<file path="config.mk">
export PLATFORM = sky130hd
export DESIGN_NAME = tlb_assoc
export DESIGN_NICKNAME = d
export VERILOG_FILES = /design/src/rtl/tlb_assoc.sv
export SDC_FILE = /design/constraint.sdc
export NUM_CORES = 1
export LEC_CHECK = 0
export CORE_MARGIN = 5
export CORE_UTILIZATION = 50
export DETAILED_ROUTE_END_ITERATION = 8
export GPL_TIMING_DRIVEN = 1
export PLACE_DENSITY = 0.69
export SYNTH_ARGS = -nofsm -noshare
export SYNTH_HDL_FRONTEND = slang
export SYNTH_SLANG_ARGS = --single-unit
</file>
<file path="constraint.sdc">
create_clock -name clock -period 3 [get_ports clock]
set_input_delay 0.3 -clock clock [delete_from_list [all_inputs] [get_ports clock]]
set_output_delay 0.3 -clock clock [all_outputs]
set_load 0.02 [all_outputs]
</file>
<file path="src/rtl/tlb_assoc.sv">
// -----------------------------------------------------------------------------
// tlb_assoc
//
// Fully-associative translation lookaside buffer. It maps virtual page numbers
// (VPN) to physical page numbers (PPN). A hit answers with a registered
// translation one cycle after the request is accepted. A miss raises a
// page-walk request on a valid/ack handshake. It then installs the returned
// PPN and answers one cycle after the ack edge. Flush-all and single-VPN
// invalidate are supported.
//
// Optional build feature:
//   TLB_STATS_EN - when defined, saturating hit/miss counters are built.
//                  When undefined, hit_count/miss_count are constant 0 and no
//                  counter flops exist.
//
// Ports:
//   clock        rising-edge clock
//   reset        asynchronous, active-high reset
//   req_valid    lookup request
//   req_vpn      VPN to translate
//   req_ready    block can accept a request (IDLE and no flush)
//   resp_valid   one-cycle pulse, translation ready
//   resp_ppn     translated PPN, held until the next response
//   resp_hit     1 = served from the TLB, 0 = served from a page walk
//   walk_valid   page-walk request pending
//   walk_vpn     VPN being walked
//   walk_ack     walk result present this cycle
//   walk_ppn     walk result
//   flush        invalidate all entries
//   inval_valid  invalidate one VPN
//   inval_vpn    VPN to invalidate
//   hit_count    accepted hits since reset (saturating)
//   miss_count   accepted misses since reset (saturating)
// -----------------------------------------------------------------------------
module tlb_assoc #(
  parameter int VPN_W   = 10,
  parameter int PPN_W   = 6,
  parameter int ENTRIES = 8,
  parameter int CNT_W   = 16
) (
  input  logic             clock,
  input  logic             reset,
  input  logic             req_valid,
  input  logic [VPN_W-1:0] req_vpn,
  output logic             req_ready,
  output logic             resp_valid,
  output logic [PPN_W-1:0] resp_ppn,
  output logic             resp_hit,
  output logic             walk_valid,
  output logic [VPN_W-1:0] walk_vpn,
  input  logic             walk_ack,
  input  logic [PPN_W-1:0] walk_ppn,
  input  logic             flush,
  input  logic             inval_valid,
  input  logic [VPN_W-1:0] inval_vpn,
  output logic [CNT_W-1:0] hit_count,
  output logic [CNT_W-1:0] miss_count
);

  localparam int IDX_W = (ENTRIES > 1) ? $clog2(ENTRIES) : 1;

  typedef enum logic [0:0] {
    IDLE = 1'b0,
    WALK = 1'b1
  } state_t;

  state_t             state;
  state_t             state_next;

  logic [ENTRIES-1:0] valid;
  logic [ENTRIES-1:0] valid_next;
  logic [VPN_W-1:0]   tag_vpn [ENTRIES];
  logic [PPN_W-1:0]   tag_ppn [ENTRIES];
  logic [IDX_W-1:0]   rr_ptr;

  logic               hit;
  logic [IDX_W-1:0]   hit_idx;
  logic               has_free;
  logic [IDX_W-1:0]   free_idx;
  logic [IDX_W-1:0]   victim_idx;

  logic               accept_hit;
  logic               accept_miss;
  logic               walk_done;
  logic               walk_flushed;
  logic               do_install;

  // Associative lookup. All valid entries are compared against the incoming
  // VPN in parallel. Fills only happen on a miss, so at most one entry can
  // match. Because of that, the index can simply be taken from whichever
  // comparator fires.
  always_comb begin
    hit     = 1'b0;
    hit_idx = '0;
    for (int i = 0; i < ENTRIES; i++) begin
      if (valid[i] && (tag_vpn[i] == req_vpn)) begin
        hit     = 1'b1;
        hit_idx = IDX_W'(i);
      end
    end
  end

  // Victim choice for a fill. An empty slot is always preferred, and the
  // lowest-index one wins (the scan runs downward, so the last assignment
  // is the smallest index). Only when the buffer is full does the
  // round-robin pointer pick the entry to evict.
  always_comb begin
    has_free = 1'b0;
    free_idx = '0;
    for (int i = ENTRIES - 1; i >= 0; i--) begin
      if (!valid[i]) begin
        has_free = 1'b1;
        free_idx = IDX_W'(i);
      end
    end
    victim_idx = has_free ? free_idx : rr_ptr;
  end

  // Control FSM, next-state half. IDLE accepts requests whenever no flush is
  // in progress. A hit stays in IDLE so hits can stream one per cycle. A miss
  // moves to WALK and waits there for walk_ack. Acks that arrive in IDLE
  // fall through the case untouched.
  always_comb begin
    state_next  = state;
    req_ready   = 1'b0;
    accept_hit  = 1'b0;
    accept_miss = 1'b0;
    walk_done   = 1'b0;
    case (state)
      IDLE: begin
        req_ready = ~flush;
        if (req_valid && !flush) begin
          if (hit) begin
            accept_hit = 1'b1;
          end else begin
            accept_miss = 1'b1;
            state_next  = WALK;
          end
        end
      end
      WALK: begin
        if (walk_ack) begin
          walk_done  = 1'b1;
          state_next = IDLE;
        end
      end
      default: begin
        state_next = IDLE;
      end
    endcase
  end

  // Control FSM, state register.
  always_ff @(posedge clock or posedge reset) begin
    if (reset) begin
      state <= IDLE;
    end else begin
      state <= state_next;
    end
  end

  assign walk_valid = (state == WALK);

  // A flush seen at any point in a walk means the walk's answer must not be
  // installed. Otherwise a translation fetched before the flush could survive
  // it. The flush on the ack edge itself is covered directly in do_install.
  assign do_install = walk_done && !flush && !walk_flushed;

  // Remember whether a flush happened while the current walk was outstanding.
  // The flag is cleared when a new walk starts.
  always_ff @(posedge clock or posedge reset) begin
    if (reset) begin
      walk_flushed <= 1'b0;
    end else if (accept_miss) begin
      walk_flushed <= 1'b0;
    end else if ((state == WALK) && flush) begin
      walk_flushed <= 1'b1;
    end
  end

  // Next valid vector. A flush wipes everything. Otherwise a matching
  // invalidate clears its entry, and a fill applied afterwards wins when
  // both target the same slot on one edge. The lookup uses the pre-edge
  // vector, so a request and an invalidate of the same VPN on one edge
  // still see a hit.
  always_comb begin
    valid_next = valid;
    if (flush) begin
      valid_next = '0;
    end else begin
      for (int i = 0; i < ENTRIES; i++) begin
        if (inval_valid && valid[i] && (tag_vpn[i] == inval_vpn)) begin
          valid_next[i] = 1'b0;
        end
      end
      if (do_install) begin
        valid_next[victim_idx] = 1'b1;
      end
    end
  end

  // Valid bits and the replacement pointer. The pointer only moves when a
  // fill actually evicts a live entry, so filling an empty slot leaves it
  // where it is.
  always_ff @(posedge clock or posedge reset) begin
    if (reset) begin
      valid  <= '0;
      rr_ptr <= '0;
    end else begin
      valid <= valid_next;
      if (do_install && !has_free) begin
        rr_ptr <= rr_ptr + IDX_W'(1);
      end
    end
  end

  // Entry payload storage. Tags and PPNs are not reset. A stale tag is
  // harmless because every use of an entry is gated by its valid bit.
  always_ff @(posedge clock) begin
    if (do_install) begin
      tag_vpn[victim_idx] <= walk_vpn;
      tag_ppn[victim_idx] <= walk_ppn;
    end
  end

  // Walk address register. It captures the missing VPN at acceptance and
  // holds it stable for the whole walk.
  always_ff @(posedge clock or posedge reset) begin
    if (reset) begin
      walk_vpn <= '0;
    end else if (accept_miss) begin
      walk_vpn <= req_vpn;
    end
  end

  // Response register. resp_valid is a single-cycle pulse. The PPN and hit
  // flag are held between responses so a slow consumer sees stable data.
  always_ff @(posedge clock or posedge reset) begin
    if (reset) begin
      resp_valid <= 1'b0;
      resp_ppn   <= '0;
      resp_hit   <= 1'b0;
    end else begin
      resp_valid <= accept_hit | walk_done;
      if (accept_hit) begin
        resp_ppn <= tag_ppn[hit_idx];
        resp_hit <= 1'b1;
      end else if (walk_done) begin
        resp_ppn <= walk_ppn;
        resp_hit <= 1'b0;
      end
    end
  end

`ifdef TLB_STATS_EN
  // Statistics. The counters count accepted hits and accepted misses. They
  // stick at all-ones instead of wrapping, and only reset clears them.
  always_ff @(posedge clock or posedge reset) begin
    if (reset) begin
      hit_count  <= '0;
      miss_count <= '0;
    end else begin
      if (accept_hit && (hit_count != {CNT_W{1'b1}})) begin
        hit_count <= hit_count + CNT_W'(1);
      end
      if (accept_miss && (miss_count != {CNT_W{1'b1}})) begin
        miss_count <= miss_count + CNT_W'(1);
      end
    end
  end
`else
  // Statistics disabled: both counters read as zero.
  assign hit_count  = '0;
  assign miss_count = '0;
`endif

endmodule

</file>
==> PnR_summary.wiki, run 1 <==
{| class="wikitable"
! Metric !! Value
|-
| Worst-case vdd ir drop || 0.000446 V
|-
| Worst clock skew on the final layout || 0.00952 ns
|-
| Number of top-level pins || 84
|-
| Total DRC errors in the routed layout || 0
|-
| Max-slew violations || 0
|-
| Portion of the post-synthesis area used by sequential elements || 58.2%
|-
| Fill cell total of the finished layout || 1247
|-
| Vias post-DR || 5225
|-
| Number of iterations in the first detailed-routing pass || 5
|-
| Clock input transition at the sequential cells of the worst setup and hold paths || 0.07 ns
|-
| Cell family with the largest share of critical-path delay || simple AND/OR/NAND/NOR gates
|-
| Number of antenna repair diodes || 0
|-
| Post-placement cell area || 0.00875 mm^2
|-
| Met1 routed wirelength after detailed routing || 9410 um
|-
| Post-synthesis instance area || 0.00793 mm^2
|-
| Initial antenna violation count || 0
|-
| Top routing layer used || met4
|-
| Estimated wirelength of the detail-placed design || 15100 um
|-
| Clock tree buffer depth || 2
|-
| Later-pin clock latency in the skew report || 0.44 ns
|-
| Max stage delay cell, worst path || sky130_fd_sc_hd__a21oi_1
|-
| Max Fanout on Critical Path || 9
|-
| Longest individual stage delay on the worst path || 0.47 ns
|-
| Setup total negative slack || 0 ns
|-
| Worst Path Arrival || 3.04 ns
|-
| Number of register bits inferred by synthesis || 159
|-
| Height of the die || 136 um
|-
| Post-synthesis average cell area || 12.8 um^2
|-
| Post-Syn Instances || 619
|-
| Global Route Usage Sum || 23.7%
|-
| Cell area power density || 586 mW/mm^2
|-
| Met3 routed wirelength || 1650 um
|-
| Post-synth EDFFs || 128
|-
| Clock tree from TritonCTS || built
|-
| Total die area || 0.0185 mm^2
|-
| Startpoint type of the worst setup path || input port
|-
| Number of CTS-inserted buffers || 17
|-
| Cell-by-cell trace of the critical path || clkdlybuf4s50_1, buf_4, xnor2_1, nand4_1, nor3_1, buf_4, nand2b_1, a21oi_1, a21oi_1, o211ai_1, and3_1
|-
| Number of I/O port buffers || 51
|-
| # rows || 46
|-
| RSZ-0062 raised after global routing || no
|-
| Number of design-rule violations left by the first detailed-router iteration || 569
|-
| RD Place Congestion || 0.942
|-
| Max Cap Violations || 0
|-
| Post-CTS setup-driven buffer insertion count || 0
|-
| Cell variety after synth || 47
|-
| Aggregate routed wire length || 21400 um
|-
| Number of failing hold endpoints at the final stage || 0
|-
| Number of global-route vias before repair || 5184
|-
| Required time reported for the critical path endpoint || 3.37 ns
|-
| Crit path buffers/inverters || 3
|-
| Outcome || finished clean
|-
| Final antenna-violating net count || 0
|-
| Maximum operating frequency || 375 MHz
|-
| Commonest non-fill, non-tap cells in the layout || 129 x sky130_fd_sc_hd__xnor2_1, 128 x sky130_fd_sc_hd__edfxtp_1, 51 x sky130_fd_sc_hd__clkdlybuf4s50_1
|-
| Final Critical Period || 2.67 ns
|-
| Floorplan die width || 136 um
|-
| Final nets || 726
|-
| Fraction of layout cells with a size suffix above 1 || 12.2%
|-
| Largest net degree at the start of global routing || 32
|-
| Most common cell after layout, fill and taps aside || sky130_fd_sc_hd__xnor2_1
|-
| Async SR Flop Fraction || 19.5%
|-
| CTS Hold Bufs || 0
|-
| Initial Util || 50.5%
|-
| Vias per Instance || 5.67
|-
| WL/cell || 23.2 um
|-
| Sum of overflow across all layers after global routing || 0
|-
| Area growth from synthesis to layout || 17.9%
|-
| Leak || 3.34 nW
|-
| Actual slew at the worst max-slew pin || 0.876 ns
|-
| Class of the tightest hold or removal check || in -> async
|-
| Part of the cycle the worst path needs || 88.9%
|-
| Placeable core area || 0.0157 mm^2
|-
| Count of warnings emitted by yosys || 0
|-
| Endpoint kind of the worst setup timing path || flip-flop
|-
| Sink Count || 159
|-
| Met2 wire length || 9870 um
|-
| Critical path type || in -> reg
|-
| Clock root buffer || sky130_fd_sc_hd__clkbuf_16
|-
| Global-route wire length before repair || 31700 um
|-
| Post_cts resized || 0
|-
| Primary FF master, synth || sky130_fd_sc_hd__edfxtp_1
|-
| Number of setup violations in the final report || 0
|-
| Deepest level of the CTS H-tree || 4
|-
| Relative max-transition margin || 41.1%
|-
| Post-route cell area || 0.00935 mm^2
|}
[per-layer routing]
| metal | GRT usage [%] | up-vias |
|---|---|---|
| li1 | - | 2305 |
| met5 | 0 | - |
| met1 | 33.1 | 2642 |
| met3 | 5.88 | 33 |
| met2 | 37.0 | 245 |
| met4 | 6.83 | 0 |
[cells in the mapped netlist, types with 7 or more instances]
master	instances	share of area (%)
sky130_fd_sc_hd__nor2_1	8	0.38
sky130_fd_sc_hd__nand4_1	34	2.7
sky130_fd_sc_hd__and3_1	7	0.55
sky130_fd_sc_hd__nor3_1	12	0.76
sky130_fd_sc_hd__nand2_1	32	1.5
sky130_fd_sc_hd__nand3_1	23	1.5
sky130_fd_sc_hd__edfxtp_1	128	48
sky130_fd_sc_hd__xnor2_1	129	14
sky130_fd_sc_hd__xor2_1	33	3.6
sky130_fd_sc_hd__clkbuf_1	12	0.57
sky130_fd_sc_hd__buf_4	33	3.1
sky130_fd_sc_hd__nor4_1	9	0.71
sky130_fd_sc_hd__buf_6	11	1.6
sky130_fd_sc_hd__dfrtp_1	31	9.8
sky130_fd_sc_hd__o21ai_0	11	0.69
sky130_fd_sc_hd__mux2_4	8	1.5
sky130_fd_sc_hd__inv_1	13	0.62
sky130_fd_sc_hd__a21oi_1	25	1.6
[power by group]
group	switching, W	leakage (nW)	total [W]	internal [W]
Clock	0.000964	0.297	0.00222	0.00126
Sequential	0.000113	1.55	0.00262	0.00251
Combinational	0.000342	1.49	0.000634	0.000292
Total	0.00142	3.34	0.00548	0.00406
[layout make-up]
class                   instances  area (um^2)  area share (%)
clock buffers                  17          425            4.55
flip-flops and latches        159         4620            49.4
well taps                     216          270            2.89
multi-input cells             417         2940            31.5
clock inverters                15          179            1.91
repair buffers                 85          866            9.26
inverters                      13         48.8           0.522
[registers in the layout, summed over array words and instances, names as in the netlist]
register	flops
tag_vpn	80
walk_flushed	1
walk_valid	1
valid	8
resp_ppn	6
walk_vpn	10
rr_ptr	3
resp_valid	1
resp_hit	1
tag_ppn	48
[cells by family (layout without fill, tap and decap cells)]
| kind of cell | Yosys count | after routing | share of synthesized area [%] |
|---|---|---|---|
| XOR/XNOR | 162 | 162 | 17.9 |
| flip-flops | 159 | 159 | 58.2 |
| AND/OR/NAND/NOR | 143 | 143 | 9.90 |
| buffers and inverters | 74 | 130 | 6.13 |
| AO/OA/AOI/OAI | 62 | 62 | 4.90 |
| multiplexers | 17 | 17 | 2.74 |
| adder cells (fa/ha/maj) | 1 | 1 | 0.158 |
| other | 1 | 32 | 0.0473 |
[worst paths after layout]
path,endpoint,slack [ns],cells past startpoint,startpoint
worst max register to register,resp_ppn[1]$_DFFE_PP0P_,0.37,9,tag_vpn[4][8]$_DFFE_PP_
worst min-delay path,resp_hit$_DFFE_PP0P_,0.28,3,reset
max in group asynchronous,walk_vpn[4]$_DFFE_PP0P_,2.38,3,reset
worst min register to register,resp_hit$_DFFE_PP0P_,0.48,2,resp_hit$_DFFE_PP0P_
worst max-delay path,resp_ppn[1]$_DFFE_PP0P_,0.33,11,req_vpn[8]
min in group clock,resp_hit$_DFFE_PP0P_,0.48,2,resp_hit$_DFFE_PP0P_
[metrics by stage]
stage / hold slack, ns / util, % / instances / power [W] / setup slack, ns
final: 0.278 / 59.5 / 922 / 0.00548 / 0.333
after global routing: 0.346 / 59.5 / 922 / 0.00563 / 0.166
after CTS: 0.285 / 59.5 / 922 / 0.00549 / 0.418
after detailed placement: 0.475 / 55.7 / 890 / 0.00330 / 0.0247
after global placement: 0.470 / 55.7 / 890 / 0.00329 / 0.0986
after floorplan: 0.399 / - / 650 / 0.00302 / 0.617
[worst min-delay path, stage by stage]
cell	delay, ns
sky130_fd_sc_hd__clkdlybuf4s50_1	0.39
sky130_fd_sc_hd__inv_1	0.05
sky130_fd_sc_hd__buf_4	0.41
(Power assumes the default switching activity.)
==> inputs of run 2 (changes only) <==
--- a/config.mk
+++ b/config.mk
@@ -7,6 +7,7 @@
 export LEC_CHECK = 0
 export CORE_MARGIN = 5
 export CORE_UTILIZATION = 50
+export CTS_CLUSTER_SIZE = 10
 export DETAILED_ROUTE_END_ITERATION = 8
 export GPL_TIMING_DRIVEN = 1
 export PLACE_DENSITY = 0.69
==> results of run 2 <==
The final DEF is identical to that of run 1; final timing and power are the same.
==> inputs of run 3 (changes only) <==
==> constraint.sdc (replaced) <==
create_clock -name clock -period 2.6 [get_ports clock]
set_input_delay 0.26 -clock clock [delete_from_list [all_inputs] [get_ports clock]]
set_output_delay 0.26 -clock clock [all_outputs]
set_load 0.02 [all_outputs]
==> run 3 against run 2 <==
Effect of this change: sequential cell count stayed put; sequential share of layout area is 1.4 points lower; count of clock-buffer cells in the layout is 1 higher; global-route usage hardly changed; power is 16% higher; die area stayed put; utilization is 1.8 points higher; setup slack worse by 0.20 ns; hold slack worse by 0.015 ns; clock power is 17% higher; critical endpoint is now resp_ppn[4]$_DFFE_PP0P_; highest routed layer unchanged.
==> PnR_summary.wiki, run 3 (synthesis gave the netlist of run 1 again) <==
{| class="wikitable"
! Metric !! Value
|-
| Outcome || finished clean
|-
| Post-CTS setup-driven buffer insertion count || 0 (unchanged)
|-
| Startpoint type of the worst setup path || input port
|-
| Number of antenna repair diodes || 0 (unchanged)
|-
| Number of top-level pins || 84 (unchanged)
|-
| Max stage delay cell, worst path || sky130_fd_sc_hd__clkdlybuf4s50_1
|-
| Area growth from synthesis to layout || 21.4%
|-
| Cell seen most often among critical-path stages || sky130_fd_sc_hd__buf_4
|-
| Leak || 3.49 nW (+4.5%)
|-
| Final Critical Period || 2.46 ns
|-
| Most common cell after layout, fill and taps aside || sky130_fd_sc_hd__xnor2_1
|-
| Total die area || 0.0185 mm^2 (unchanged)
|-
| Total DRC errors in the routed layout || 0 (unchanged)
|-
| Fraction of met3 tracks used by global routing || 5.03% (-0.85 points)
|-
| Post_cts resized || 0 (unchanged)
|-
| Fraction of layout cells with a size suffix above 1 || 16.3% (+4.1 points)
|-
| Fill cell total of the finished layout || 1239 (-0.64%)
|-
| Initial antenna violation count || 0 (unchanged)
|-
| Deepest level of the CTS H-tree || 4 (unchanged)
|-
| Vias post-DR || 5248 (+0.44%)
|-
| Part of the cycle the worst path needs || 94.7%
|-
| Critical path type || in -> reg
|-
| Post-route cell area || 0.00963 mm^2 (+3.0%)
|-
| Clock tree from TritonCTS || built
|-
| Number of iterations in the first detailed-routing pass || 5 (unchanged)
|-
| Final nets || 761 (+4.8%)
|-
| GRT met2 Usage || 36.7% (-0.33 points)
|-
| Worst Path Arrival || 2.78 ns (-0.26 ns)
|-
| Required time reported for the critical path endpoint || 2.91 ns (-0.46 ns)
|-
| Post-placement cell area || 0.00900 mm^2 (+2.9%)
|-
| RD Place Congestion || 0.933 (-0.97%)
|-
| Max-slew violations || 0 (unchanged)
|-
| Number of global-route vias before repair || 5250 (+1.3%)
|-
| Vias per Instance || 5.48 (-3.2%)
|-
| Max Fanout on Critical Path || 5 (-4)
|-
| Sink Count || 159 (unchanged)
|-
| Worst setup slack after placement || -0.347 ns (-0.371 ns)
|-
| Number of I/O port buffers || 51 (unchanged)
|-
| Clock tree buffer depth || 2 (unchanged)
|-
| Hold_ws || 0.263 ns (-0.0153 ns)
|-
| Number of setup violations in the final report || 0 (unchanged)
|-
| Longest individual stage delay on the worst path || 0.52 ns (+0.05 ns)
|-
| Max FFs per register || 80 (unchanged)
|-
| Worst clock skew on the final layout || 0.00786 ns (-0.00166 ns)
|-
| Largest net degree at the start of global routing || 32 (unchanged)
|-
| Reg2Reg Launch Point || tag_vpn[2][1]$_DFFE_PP_
|-
| Number of CTS-inserted buffers || 17 (unchanged)
|-
| Cell-by-cell trace of the critical path || clkdlybuf4s50_1, buf_4, xnor2_1, nand4_1, buf_4, nor3_1, nor4_1, nor2b_2, buf_4, a21oi_1, nand3_1, and3_1
|-
| Source of the critical timing path || req_vpn[5]
|-
| Largest registers ranked by flip-flop count || tag_vpn: 80 flops, tag_ppn: 48 flops, walk_vpn: 10 flops
|-
| # rows || 46 (unchanged)
|-
| Post-route setup slack || 0.137 ns (-0.196 ns)
|-
| Endpoint kind of the worst setup timing path || flip-flop
|-
| Max Cap Violations || 0 (unchanged)
|-
| Maximum operating frequency || 406 MHz
|-
| Aggregate routed wire length || 21200 um (-0.64%)
|-
| Worst-case vdd ir drop || 0.000565 V (+27%)
|-
| Clock root buffer || sky130_fd_sc_hd__clkbuf_16
|-
| Height of the die || 136 um (unchanged)
|-
| Actual slew at the worst max-slew pin || 0.613 ns (-0.263 ns)
|-
| Class of the tightest hold or removal check || in -> async
|-
| Relative max-transition margin || 58.9% (+18 points)
|-
| CTS Hold Bufs || 0 (unchanged)
|-
| Cell area power density || 663 mW/mm^2 (+13%)
|-
| WL/cell || 22.2 um (-4.3%)
|-
| RSZ-0062 raised after global routing || no
|-
| Met1 global-route usage || 34.2% (+1.1 points)
|-
| Top register by number of flip-flops || tag_vpn
|-
| Global-route wire length before repair || 31700 um (+0.11%)
|-
| Final antenna-violating net count || 0 (unchanged)
|-
| Estimated wirelength of the detail-placed design || 15500 um (+3.2%)
|-
| Floorplan die width || 136 um (unchanged)
|-
| Placeable core area || 0.0157 mm^2 (unchanged)
|-
| Clock input transition at the sequential cells of the worst setup and hold paths || 0.06 ns (about the same)
|-
| Number of design-rule violations left by the first detailed-router iteration || 664 (+17%)
|-
| Commonest non-fill, non-tap cells in the layout || 129 x sky130_fd_sc_hd__xnor2_1, 128 x sky130_fd_sc_hd__edfxtp_1, 62 x sky130_fd_sc_hd__buf_4
|-
| Initial Util || 50.5% (unchanged)
|-
| Later-pin clock latency in the skew report || 0.43 ns (about the same)
|-
| Sum of overflow across all layers after global routing || 0 (unchanged)
|-
| Global Route Usage Sum || 23.7% (about the same)
|-
| Number of failing hold endpoints at the final stage || 0 (unchanged)
|-
| Layer with the highest usage after global routing || met2
|}
-- run 3: cell types whose count changed in the layout (fill, tap and decap cells not counted), sizes merged --
cell,delta
buf,+35
clkbuf,+1
clkinvlp,+3
inv,-6
bufinv,+2
-- run 3: worst paths after layout --
| kind | end | slack (ns) | cells past startpoint |
|---|---|---|---|
| worst max-delay path | resp_ppn[4]$_DFFE_PP0P_ | 0.14 | 12 |
| worst min-delay path | walk_valid$_DFF_PP0_ | 0.26 | 3 |
| worst max register to register | resp_ppn[4]$_DFFE_PP0P_ | 0.18 | 10 |
| worst min register to register | rr_ptr[2]$_DFFE_PP0P_ | 0.49 | 1 |
| max in group asynchronous | walk_vpn[3]$_DFFE_PP0P_ | 1.99 | 3 |
| min in group clock | rr_ptr[2]$_DFFE_PP0P_ | 0.49 | 1 |
-- run 3: cell type report --
type | instances | area, um^2 | area share (%)
Clock buffer | 18 | 429 | 4.46
Clock inverter | 14 | 191 | 1.99
Inverter | 13 | 48.8 | 0.507
Multi-Input combinational cell | 417 | 2950 | 30.7
Sequential cell | 159 | 4620 | 48.0
Tap cell | 216 | 270 | 2.81
Timing Repair Buffer | 120 | 1120 | 11.6
-- run 3: layer usage --
metal / vias to the layer above / wire length [um]
met2: 245 / 9870
met1: 2603 / 9270
met4: 0 / 310
met3: 27 / 1760
li1: 2373 / -
met5: - / 0
-- run 3: where the power goes --
group	switching, W	internal, W
clock	0.000999	0.00160
combinational	0.000393	0.000349
sequential	0.000138	0.00290
-- run 3: metrics by stage --
| step | total power (W) | setup TNS, ns | util [%] | std cells |
|---|---|---|---|---|
| after CTS | 0.00641 | 0 | 61.2 | 957 |
| after detailed placement | 0.00382 | -5.21 | 57.3 | 925 |
| after floorplan | 0.00349 | 0 | - | 650 |
| final | 0.00638 | 0 | 61.3 | 957 |
| after global placement | 0.00380 | -4.86 | 57.3 | 925 |
| after global routing | 0.00658 | 0 | 61.3 | 957 |
-- run 3: worst max-delay path, delay by kind of cell --
kind	cells	cell delay, ns
compound gates	1	0.21
xor+xnor	1	0.26
simple gates	6	0.99
buf+inv	4	1.06
